### src/rtl/breadboard_class_rx.sv
// Sync, debounce and decode of the active-low breadboard class code into one-hot, pulse and LED hit counters.
// Latency DEBOUNCE_CYCLES+3 cycles, no backpressure; define BREADBOARD_RX_ERR_EN for the sticky illegal-code flag.
module breadboard_class_rx #(
  parameter int DEBOUNCE_CYCLES = 50000
) (
  input  logic       fpga_clk,
  input  logic       rst,
  input  logic [2:0] breadboard_in,
  output logic [2:0] class_onehot,
  output logic       class_valid,
  output logic [5:0] LED,
  output logic       error
);

  localparam int CW = $clog2(DEBOUNCE_CYCLES) + 1;
  localparam logic [CW-1:0] CNT_MAX = CW'(DEBOUNCE_CYCLES - 1);
  localparam logic [CW-1:0] CNT_ONE = CW'(1);

  localparam logic [2:0] CODE_ROCK     = 3'b011;
  localparam logic [2:0] CODE_PAPER    = 3'b101;
  localparam logic [2:0] CODE_SCISSORS = 3'b110;
  localparam logic [2:0] CODE_NONE     = 3'b111;

  logic [2:0]    sync1, sync2, cand, stable;
  logic [CW-1:0] cnt;
  logic [1:0]    rock_hits, paper_hits, scissors_hits;
  logic          commit;

  // A commit happens once the candidate has been stable long enough and differs from the last commit.
  assign commit = (sync2 == cand) && (cnt == CNT_MAX) && (cand != stable);

  always_ff @(posedge fpga_clk) begin
    if (rst) begin
      sync1         <= CODE_NONE;
      sync2         <= CODE_NONE;
      cand          <= CODE_NONE;
      stable        <= CODE_NONE;
      cnt           <= '0;
      class_onehot  <= 3'b000;
      class_valid   <= 1'b0;
      rock_hits     <= 2'd0;
      paper_hits    <= 2'd0;
      scissors_hits <= 2'd0;
    end else begin
      sync1       <= breadboard_in;
      sync2       <= sync1;
      class_valid <= 1'b0;
      if (sync2 != cand) begin
        cand <= sync2;
        cnt  <= '0;
      end else if (cnt < CNT_MAX) begin
        cnt <= cnt + CNT_ONE;
      end
      if (commit) begin
        stable <= cand;
        case (cand)
          CODE_ROCK: begin
            class_onehot <= 3'b001;
            class_valid  <= 1'b1;
            rock_hits    <= rock_hits + 2'd1;
          end
          CODE_PAPER: begin
            class_onehot <= 3'b010;
            class_valid  <= 1'b1;
            paper_hits   <= paper_hits + 2'd1;
          end
          CODE_SCISSORS: begin
            class_onehot  <= 3'b100;
            class_valid   <= 1'b1;
            scissors_hits <= scissors_hits + 2'd1;
          end
          default: class_onehot <= 3'b000;
        endcase
      end
    end
  end

  assign LED = {scissors_hits, paper_hits, rock_hits};

`ifdef BREADBOARD_RX_ERR_EN
  logic err_q;

  always_ff @(posedge fpga_clk) begin
    if (rst) begin
      err_q <= 1'b0;
    end else if (commit && (cand != CODE_ROCK) && (cand != CODE_PAPER) &&
                 (cand != CODE_SCISSORS) && (cand != CODE_NONE)) begin
      err_q <= 1'b1;
    end
  end

  assign error = err_q;
`else
  assign error = 1'b0;
`endif

endmodule
### config.mk
export PLATFORM = sky130hd
export DESIGN_NAME = breadboard_class_rx
export DESIGN_NICKNAME = d
export VERILOG_FILES = /design/src/rtl/breadboard_class_rx.sv
export SDC_FILE = /design/constraint.sdc
export NUM_CORES = 1
export LEC_CHECK = 0
export BUFFER_PORTS_ARGS = -buffer_cell sky130_fd_sc_hd__clkbuf_2
export CAP_MARGIN = 25
export CORE_MARGIN = 2
export CORE_UTILIZATION = 40
export DETAILED_ROUTE_END_ITERATION = 12
export SKIP_LAST_GASP = 1
export SLEW_MARGIN = 15
export SYNTH_ARGS = -nofsm -noshare
export SYNTH_HDL_FRONTEND = slang
export SYNTH_SLANG_ARGS = --single-unit
### constraint.sdc
create_clock -name fpga_clk -period 3.3 [get_ports fpga_clk]
set_input_delay 0.165 -clock fpga_clk [delete_from_list [all_inputs] [get_ports fpga_clk]]
set_output_delay 0.165 -clock fpga_clk [all_outputs]
set_load 0.02 [all_outputs]
==> results of run 1 <==
==> stage by stage <==
step                cells  power, W  worst slack, ns
finish                269  0.000928             1.06
global route          269  0.000965            0.799
CTS                   269  0.000940             1.05
detailed placement    261  0.000530             1.08
global placement      261  0.000530             1.10
floorplan             205  0.000522             1.29
==> placed cells by master, fill, tap and decap left out, types with 4 or more instances in the layout <==
cell | netlist | final
a21oi_1 | 16 | 16
a31o_2 | 4 | 4
clkbuf_2 | 0 | 14
clkbuf_8 | 0 | 5
dfxtp_1 | 39 | 39
inv_1 | 7 | 7
nand2_1 | 21 | 21
nand3_1 | 4 | 4
nand4_1 | 6 | 6
nor2_1 | 22 | 22
nor3_1 | 7 | 7
nor4_1 | 4 | 4
o21ai_0 | 6 | 6
or2_2 | 9 | 9
xnor2_1 | 11 | 11
==> kinds of logic (layout without fill, tap and decap cells) <==
| logic type | count (synthesis) | count (layout) | synth area share |
|---|---|---|---|
| other | 1 | 1 | 0.00213 |
| buffers and inverters | 17 | 29 | 0.0413 |
| AOI/OAI and AO/OA | 36 | 36 | 0.128 |
| adders and majority gates | 1 | 1 | 0.00712 |
| and+or+nand+nor | 94 | 94 | 0.290 |
| muxes | 3 | 3 | 0.0171 |
| xor gates and xnor gates | 14 | 14 | 0.0698 |
| DFF | 39 | 39 | 0.444 |
==> sequential cells by signal, summed over array words and instances, names as in the netlist <==
register and cells:
rock_hits 2, sync2 3, class_valid 1, scissors_hits 2
paper_hits 2, cand 3, cnt 17, class_onehot 3
stable 3, sync1 3
==> area by class of cell <==
cell class / instances / area share
repair buffers: 14 / 0.0357
clock inverters: 3 / 0.0242
multi-input cells: 149 / 0.461
clock buffers: 5 / 0.0351
well taps: 52 / 0.0331
flip-flops and latches: 39 / 0.398
inverters: 7 / 0.0134
==> worst register-to-register path: cells and delay by family, from the launching register on <==
| family | cells | cell delay (ns) |
|---|---|---|
| adder cells (fa/ha/maj) | 1 | 0.21 |
| AND/OR/NAND/NOR | 4 | 1.38 |
| AO/OA/AOI/OAI | 1 | 0.17 |
| flip-flops | 1 | 0.41 |
==> metal layers <==
metal | vias to the layer above | global-route usage
li1 | 740 | -
met1 | 648 | 0.189
met2 | 26 | 0.208
met3 | 7 | 0.0433
met4 | 0 | 0.0641
met5 | - | 0
==> power by group <==
part | internal, W | switching (W)
sequential | 0.000477 | 0.00000611
clock | 0.000229 | 0.000180
combinational | 0.0000132 | 0.0000225
total | 0.000719 | 0.000208
==> worst paths after layout <==
check / start / endpoint / slack (ns) / cells after the start
min reg2reg: sync1[1]$_SDFF_PP1_ / sync2[1]$_SDFF_PP1_ / 0.41 / 1
max: cnt[0]$_SDFFE_PP0N_ / rock_hits[0]$_SDFFE_PP0P_ / 1.06 / 6
min: breadboard_in[1] / sync1[1]$_SDFF_PP1_ / 0.04 / 2
max reg2reg: cnt[0]$_SDFFE_PP0N_ / rock_hits[0]$_SDFFE_PP0P_ / 1.06 / 6
==> metrics.csv, run 1 <==
metric;value;unit
wire_per_inst;12.3;um
period_needed;2.24;ns
grt_max_degree;28;
min_period_over_period;0.678;
nets;222;
finalSetupViolCount;0;
die-height;70.3;um
grt_pass1_wl;5580;um
slew_violations;0;
synth_area_leader_cell;dfxtp_1;
hold_buffers;0;
num_antenna_cells;0;
cp-start-kind;register;
drtIter0Drc;90;
synth_area;1760;um^2
wl;3320;um
core_area;4290;um^2
cap_violations;0;
cp_top_family;simple AND/OR/NAND/NOR gates;
critical_path_required;3.52;ns
synth_ff_type;dfxtp_1;
finalHoldViolations;0;
critPathBufInv;0;
fin_area;1960;um^2
arrival;2.46;ns
grt_pass1_vias;1205;
fin_util;0.457;
avgSynthCellArea;8.58;um^2
top_layer_used;met4;
root_buffer;clkbuf_8;
antenna_found_initial;0;
postCtsSetupBuffers;0;
yosysMostFrequentCell;dfxtp_1;
fillers;425;
first_pass_iters;4;
slowest_stage;nor4b_1;
power_density;473;nW/um^2
ir_worst_vdd;0.000254;V
drive_gt1_frac;0.175;
syn-num-nets;211;
ys_seq_area_frac;0.444;
clk_pin_slew;0.09;ns
critPathMaxStageDelay;0.76;ns
cellLeakagePower;0.687;nW
yosysTopAreaCellShare;0.444;
grt-ovfl-total;0;
htreeDepth;2;
clk_latency;0.30;ns
detailed_place_hpwl;2290;um
crit_chain;ha_1 > and3_1 > and4_1 > nor4b_1 > nand3b_1 > a21oi_1;
postRouteAntennaNets;0;
vias_per_cell;5.28;
multi_input_area;905;um^2
hold_class;input port to register;
dr_wl_met2;1400;um
ys_warn_count;0;
die-area;4940;um^2
cts.repair.resized;0;
seq_area;781;um^2
dieWidth;70.3;um
start_util;0.409;
rsz0062_at_grt;false;
vias;1421;
relSlewSlack;0.380;
synth_area_leaders;dfxtp_1, xnor2_1, nor2_1, a21oi_1, nand2_1;
io_pins;16;
gp_congestion;0.816;
place_area;1850;um^2
drt-met1-wl;1730;um
outcome;finished, final reports clean;
async_flop_share;0;
synth_edf_count;0;
ys_top_cells_by_count;dfxtp_1, nor2_1, nand2_1;
syn_to_final_growth;11.7;%
hold_ws;0.0418;ns
crit_path_end_kind;register;
rows;24;
tightest_slew;0.918;ns
fmax;0.447;GHz
cts_sinks;39;
clock_skew;0.0113;ns
synth_cells;205;
critical_path_class;register to register;
cts_made_buffers;5;
placement.io_buffers;14;
ys_ff_latch;39;
wl_met3;132;um
yosysUniqueCellTypes;40;
clockBufferDepth;2;
crit_fanout;6;
cts_tree;yes;
track_usage;0.141;
setup_tns;0;ns
remaining_drc_errors;0;
Power figures use the tool's default switching activity.
==> inputs of run 2 (changes only) <==
- clock period: 3.3 -> 1.9 ns (I/O delays scaled with it)
==> run 2 against run 1 <==
Core utilization increased by 8.3 points. Flip-flop and latch count unchanged. Critical path depth unchanged. Clock skew down 0.0078 ns. Non-clock buffer count increased by 38. The run now ends with setup timing left. Highest routed layer unchanged. Register-to-register slack lost 1.1 ns. Sequential power up 73%. First-iteration DRC count rose by 16%. Routed wire length rose by 11%.
==> metrics.csv, run 2 (synthesis gave the netlist of run 1 again) <==
metric;value;unit
first_pass_iters;4;
clock_skew;0.00355;ns
worst_slack;-0.0174;ns
period_needed;1.92;ns
die-area;4940;um^2
cap_violations;0;
track_usage;0.160;
crit_chain;ha_4 > and3_4 > and4_4 > or4b_4 > or3_4 > a21oi_2;
htreeDepth;2;
start_util;0.409;
drive_gt1_frac;0.333;
violations;setup timing;
fin_util;0.540;
postRouteAntennaNets;0;
ir_worst_vdd;0.000405;V
wire_per_inst;12.0;um
finalSetupViolCount;2;
layout_common_cells;dfxtp_1, buf_4, nor2_1;
cts_tree;yes;
arrival;2.14;ns
antenna_found_initial;0;
grt_max_degree;19;
root_buffer;clkbuf_8;
tightest_slew;0.613;ns
outcome;complete, but fails checks;
cts_made_buffers;5;
clockBufferDepth;2;
totalPowerFinal;0.00160;W
grt-ovfl-total;0;
fmax;0.522;GHz
remaining_drc_errors;0;
clk_latency;0.29;ns
nets;261;
syn_to_final_growth;31.9;%
grt_pass1_vias;1426;
min_period_over_period;1.01;
power_density;689;nW/um^2
finalHoldViolations;0;
relSlewSlack;0.591;
final_common_cell;dfxtp_1;
rows;24;
placement.io_buffers;14;
cts_sinks;39;
grt_pass1_wl;6320;um
largest_reg_flops;17;
dieWidth;70.3;um
detailed_place_hpwl;2700;um
critPathBufInv;0;
top_register;cnt;
core_area;4290;um^2
critical_path_class;register to register;
drtIter0Drc;104;
clk_pin_slew;0.08;ns
num_antenna_cells;0;
crit_fanout;5;
vias_per_cell;5.17;
critical_path_required;2.13;ns
cp-start-kind;register;
cp_top_family;simple AND/OR/NAND/NOR gates;
vias;1588;
io_pins;16;
gp_congestion;0.800;
cellLeakagePower;0.881;nW
die-height;70.3;um
wl;3700;um
hold_class;input port to register;
slowest_stage;or4b_4;
rsz0062_at_grt;true;
critPathMaxStageDelay;0.50;ns
slew_violations;0;
crit_path_end_kind;register;
## run 2: final timing paths
check                      start                       endpoint  slack, ns  cells after the start
max          cnt[1]$_SDFFE_PP0N_      rock_hits[1]$_SDFFE_PP0P_      -0.02                      6
min                          rst  scissors_hits[0]$_SDFFE_PP0P_       0.13                      2
min reg2reg  sync1[0]$_SDFF_PP1_            sync2[0]$_SDFF_PP1_       0.41                      1
max reg2reg  cnt[1]$_SDFFE_PP0N_      rock_hits[1]$_SDFFE_PP0P_      -0.02                      6
## run 2: cell type report
cell class              instances  area [um^2]
well taps                      52         65.1
fillers                       416         1980
flip-flops and latches         39          783
inverters                       7         26.3
multi-input cells             150          975
clock buffers                   5         68.8
clock inverters                 2         37.5
repair buffers                 52          363
## run 2: per-stage QoR
stage / cell area (um^2) / cells / TNS, ns / setup WS [ns] / hold WS, ns
4_1_cts: 2290 / 307 / -0.0381 / -0.0379 / 0.115
6_report: 2320 / 307 / -0.0196 / -0.0174 / 0.128
5_1_grt: 2320 / 307 / -0.398 / -0.0712 / 0.148
3_3_place_gp: 2110 / 294 / -0.193 / -0.0554 / 0.279
3_5_place_dp: 2110 / 294 / -0.405 / -0.118 / 0.281
2_1_floorplan: 1780 / 205 / 0 / 0.0192 / 0.199
## run 2: timing repair
item                       4_1_cts  5_1_grt
hold endpoints to repair         3        0
resized for setup                3       11
setup buffers                    2        0
setup endpoints to repair        6        9
hold buffers                     3        0
pin swaps                        5        1
cloned                           1        0
## run 2: layer usage
| layer | wire length [um] | GRT usage |
|---|---|---|
| met5 | 0 | 0 |
| met4 | 52 | 0.0513 |
| met3 | 164 | 0.0433 |
| met2 | 1740 | 0.263 |
| met1 | 1740 | 0.204 |
## run 2: where the power goes
part           internal [W]  total (W)  switching [W]  leakage [nW]
combinational     0.0000404  0.0000915      0.0000511         0.513
clock              0.000384   0.000667       0.000284        0.0502
sequential         0.000830   0.000838     0.00000803         0.317
total               0.00125    0.00160       0.000343         0.881
==> inputs of run 3 (changes only) <==
- CORE_UTILIZATION: 40 -> 30
- CTS_BUF_LIST: default -> sky130_fd_sc_hd__clkbuf_8
==> run 3 against run 2 <==
The run still ends with setup timing left. Combinational power shrank 3.0%. Routed wire length grew 1.4%. Worst setup slack gained 0.0099 ns. Die area grew 31%. Final cell count grew 7.2%. Largest cell class unchanged. Highest routed layer unchanged.
==> metrics.csv, run 3 (synthesis gave the netlist of run 1 again) <==
metric;value;unit
outcome;complete, but fails checks;
violations;setup timing;
period_needed;1.91;ns
root_buffer;clkbuf_8;
start_util;0.315;
grt_pass1_wl;6490;um
vias;1567;
postRouteAntennaNets;0;
drive_gt1_frac;0.335;
remaining_drc_errors;0;
antenna_found_initial;0;
hold_class;input port to register;
clk_pin_slew;0.08;ns
min_period_over_period;1.00;
swShare;0.200;
reg2reg_from;cnt[0]$_SDFFE_PP0N_;
rows;27;
p_switching;0.000347;W
cts_tree;yes;
p_int;0.00139;W
drtIter0Drc;57;
placement.io_buffers;14;
gp_congestion;0.799;
fmax;0.524;GHz
use_met1;0.167;
crit_path_end_kind;register;
r2r_slack;-0.008;ns
post-place-ws;-0.0776;ns
ir_worst_vdd;0.000306;V
critical_path_required;2.13;ns
die-area;6490;um^2
fin_area;2380;um^2
fillers;560;
htreeDepth;2;
fin_cells;329;
cp-start-kind;register;
crit_fanout;7;
cap_violations;0;
track_usage;0.124;
min-delay-start;rst;
vias_per_cell;4.76;
num_antenna_cells;0;
seq_power_share;0.482;
grt_max_degree;24;
r2r_cells;6;
power_frac_comb;0.051;
nets;262;
cts_sinks;39;
rsz0062_at_grt;true;
critical_path.endpoint;rock_hits[1]$_SDFFE_PP0P_;
finalHoldViolations;0;
top_register;cnt;
largest_reg_flops;17;
setup_tns;-0.00757;ns
worst_slack;-0.00757;ns
place_area;2150;um^2
layout_common_cells;dfxtp_1, buf_4, nor2_1;
cellLeakagePower;0.902;nW
r2r-end;rock_hits[1]$_SDFFE_PP0P_;
power_frac_clock;0.467;
wl;3750;um
cts_made_buffers;5;
final_common_cell;dfxtp_1;
detailed_place_hpwl;2670;um
clockBufferDepth;2;
crit_start;cnt[0]$_SDFFE_PP0N_;
clk_latency;0.29;ns
syn_to_final_growth;35.2;%
critical_path_class;register to register;
dieWidth;80.6;um
first_pass_iters;4;
busiest_layer;met2;
die-height;80.6;um
core_area;5570;um^2
wire_per_inst;11.4;um
io_pins;16;
arrival;2.14;ns
grt-ovfl-total;0;
hold_ws;0.131;ns
use_met3;0.0258;
met2_usage;0.196;
grt_pass1_vias;1473;
slew_violations;0;
finalSetupViolCount;1;
clock_skew;0.00779;ns
power_density;731;nW/um^2
placed_cells;315;
-- run 3: what timing repair did --
| item | 4_1_cts | 5_1_grt |
|---|---|---|
| resized for setup | 4 | 9 |
| hold buffers | 3 | 0 |
| endpoints found under the hold margin | 3 | 0 |
| pin swaps | 9 | 4 |
| setup endpoints to repair | 4 | 14 |
| buffers inserted | 3 | 0 |
-- run 3: worst min-delay path by stage --
| stage | endpoint | cells after the start |
|---|---|---|
| 2_1_floorplan | sync1[0]$_SDFF_PP1_ | 1 |
| 3_3_place_gp | sync1[2]$_SDFF_PP1_ | 2 |
| 3_5_place_dp | sync1[2]$_SDFF_PP1_ | 2 |
| 4_1_cts | stable[1]$_SDFFE_PP1P_ | 3 |
| 5_1_grt | stable[1]$_SDFFE_PP1P_ | 3 |
| 6_report | stable[1]$_SDFFE_PP1P_ | 3 |
-- run 3: power groups by stage --
stage / Sequential, W / Clock, W / Combinational, W
after global routing: 0.000839 / 0.000871 / 0.0000983
after CTS: 0.000838 / 0.000832 / 0.0000896
after floorplan: 0.000857 / 0 / 0.0000542
after global placement: 0.000856 / 0 / 0.0000823
final: 0.000837 / 0.000810 / 0.0000888
after detailed placement: 0.000857 / 0 / 0.0000844
-- run 3: cell type report --
| type | count | area (um^2) | share of cell area |
|---|---|---|---|
| clock buffer | 5 | 68.8 | 0.0290 |
| clock inverter | 3 | 63.8 | 0.0269 |
| inverter | 7 | 26.3 | 0.0111 |
| multi-input combinational | 149 | 958 | 0.403 |
| sequential | 39 | 783 | 0.330 |
| tap | 72 | 90.1 | 0.0379 |
| timing repair buffer | 54 | 385 | 0.162 |
-- run 3: routing by layer --
| layer | share of wire | vias to the layer above |
|---|---|---|
| met3 | 0.032 | 6 |
| met4 | 0.022 | 0 |
| met5 | 0 | - |
| li1 | - | 821 |
| met1 | 0.51 | 718 |
| met2 | 0.43 | 22 |
-- run 3: per-stage QoR --
| step | total power [W] | util |
|---|---|---|
| after global routing | 0.00181 | 0.426 |
| after CTS | 0.00176 | 0.421 |
| after global placement | 0.000938 | 0.385 |
| after detailed placement | 0.000941 | 0.385 |
| after floorplan | 0.000911 | - |
| final | 0.00174 | 0.426 |
-- run 3: worst max-delay path, cell delays in order (launching register included) --
cell and delay (ns):
dfxtp_2 0.35, ha_4 0.13, and3_4 0.18, and4_1 0.20, or4b_4 0.52, or3_1 0.34
a21oi_2 0.12
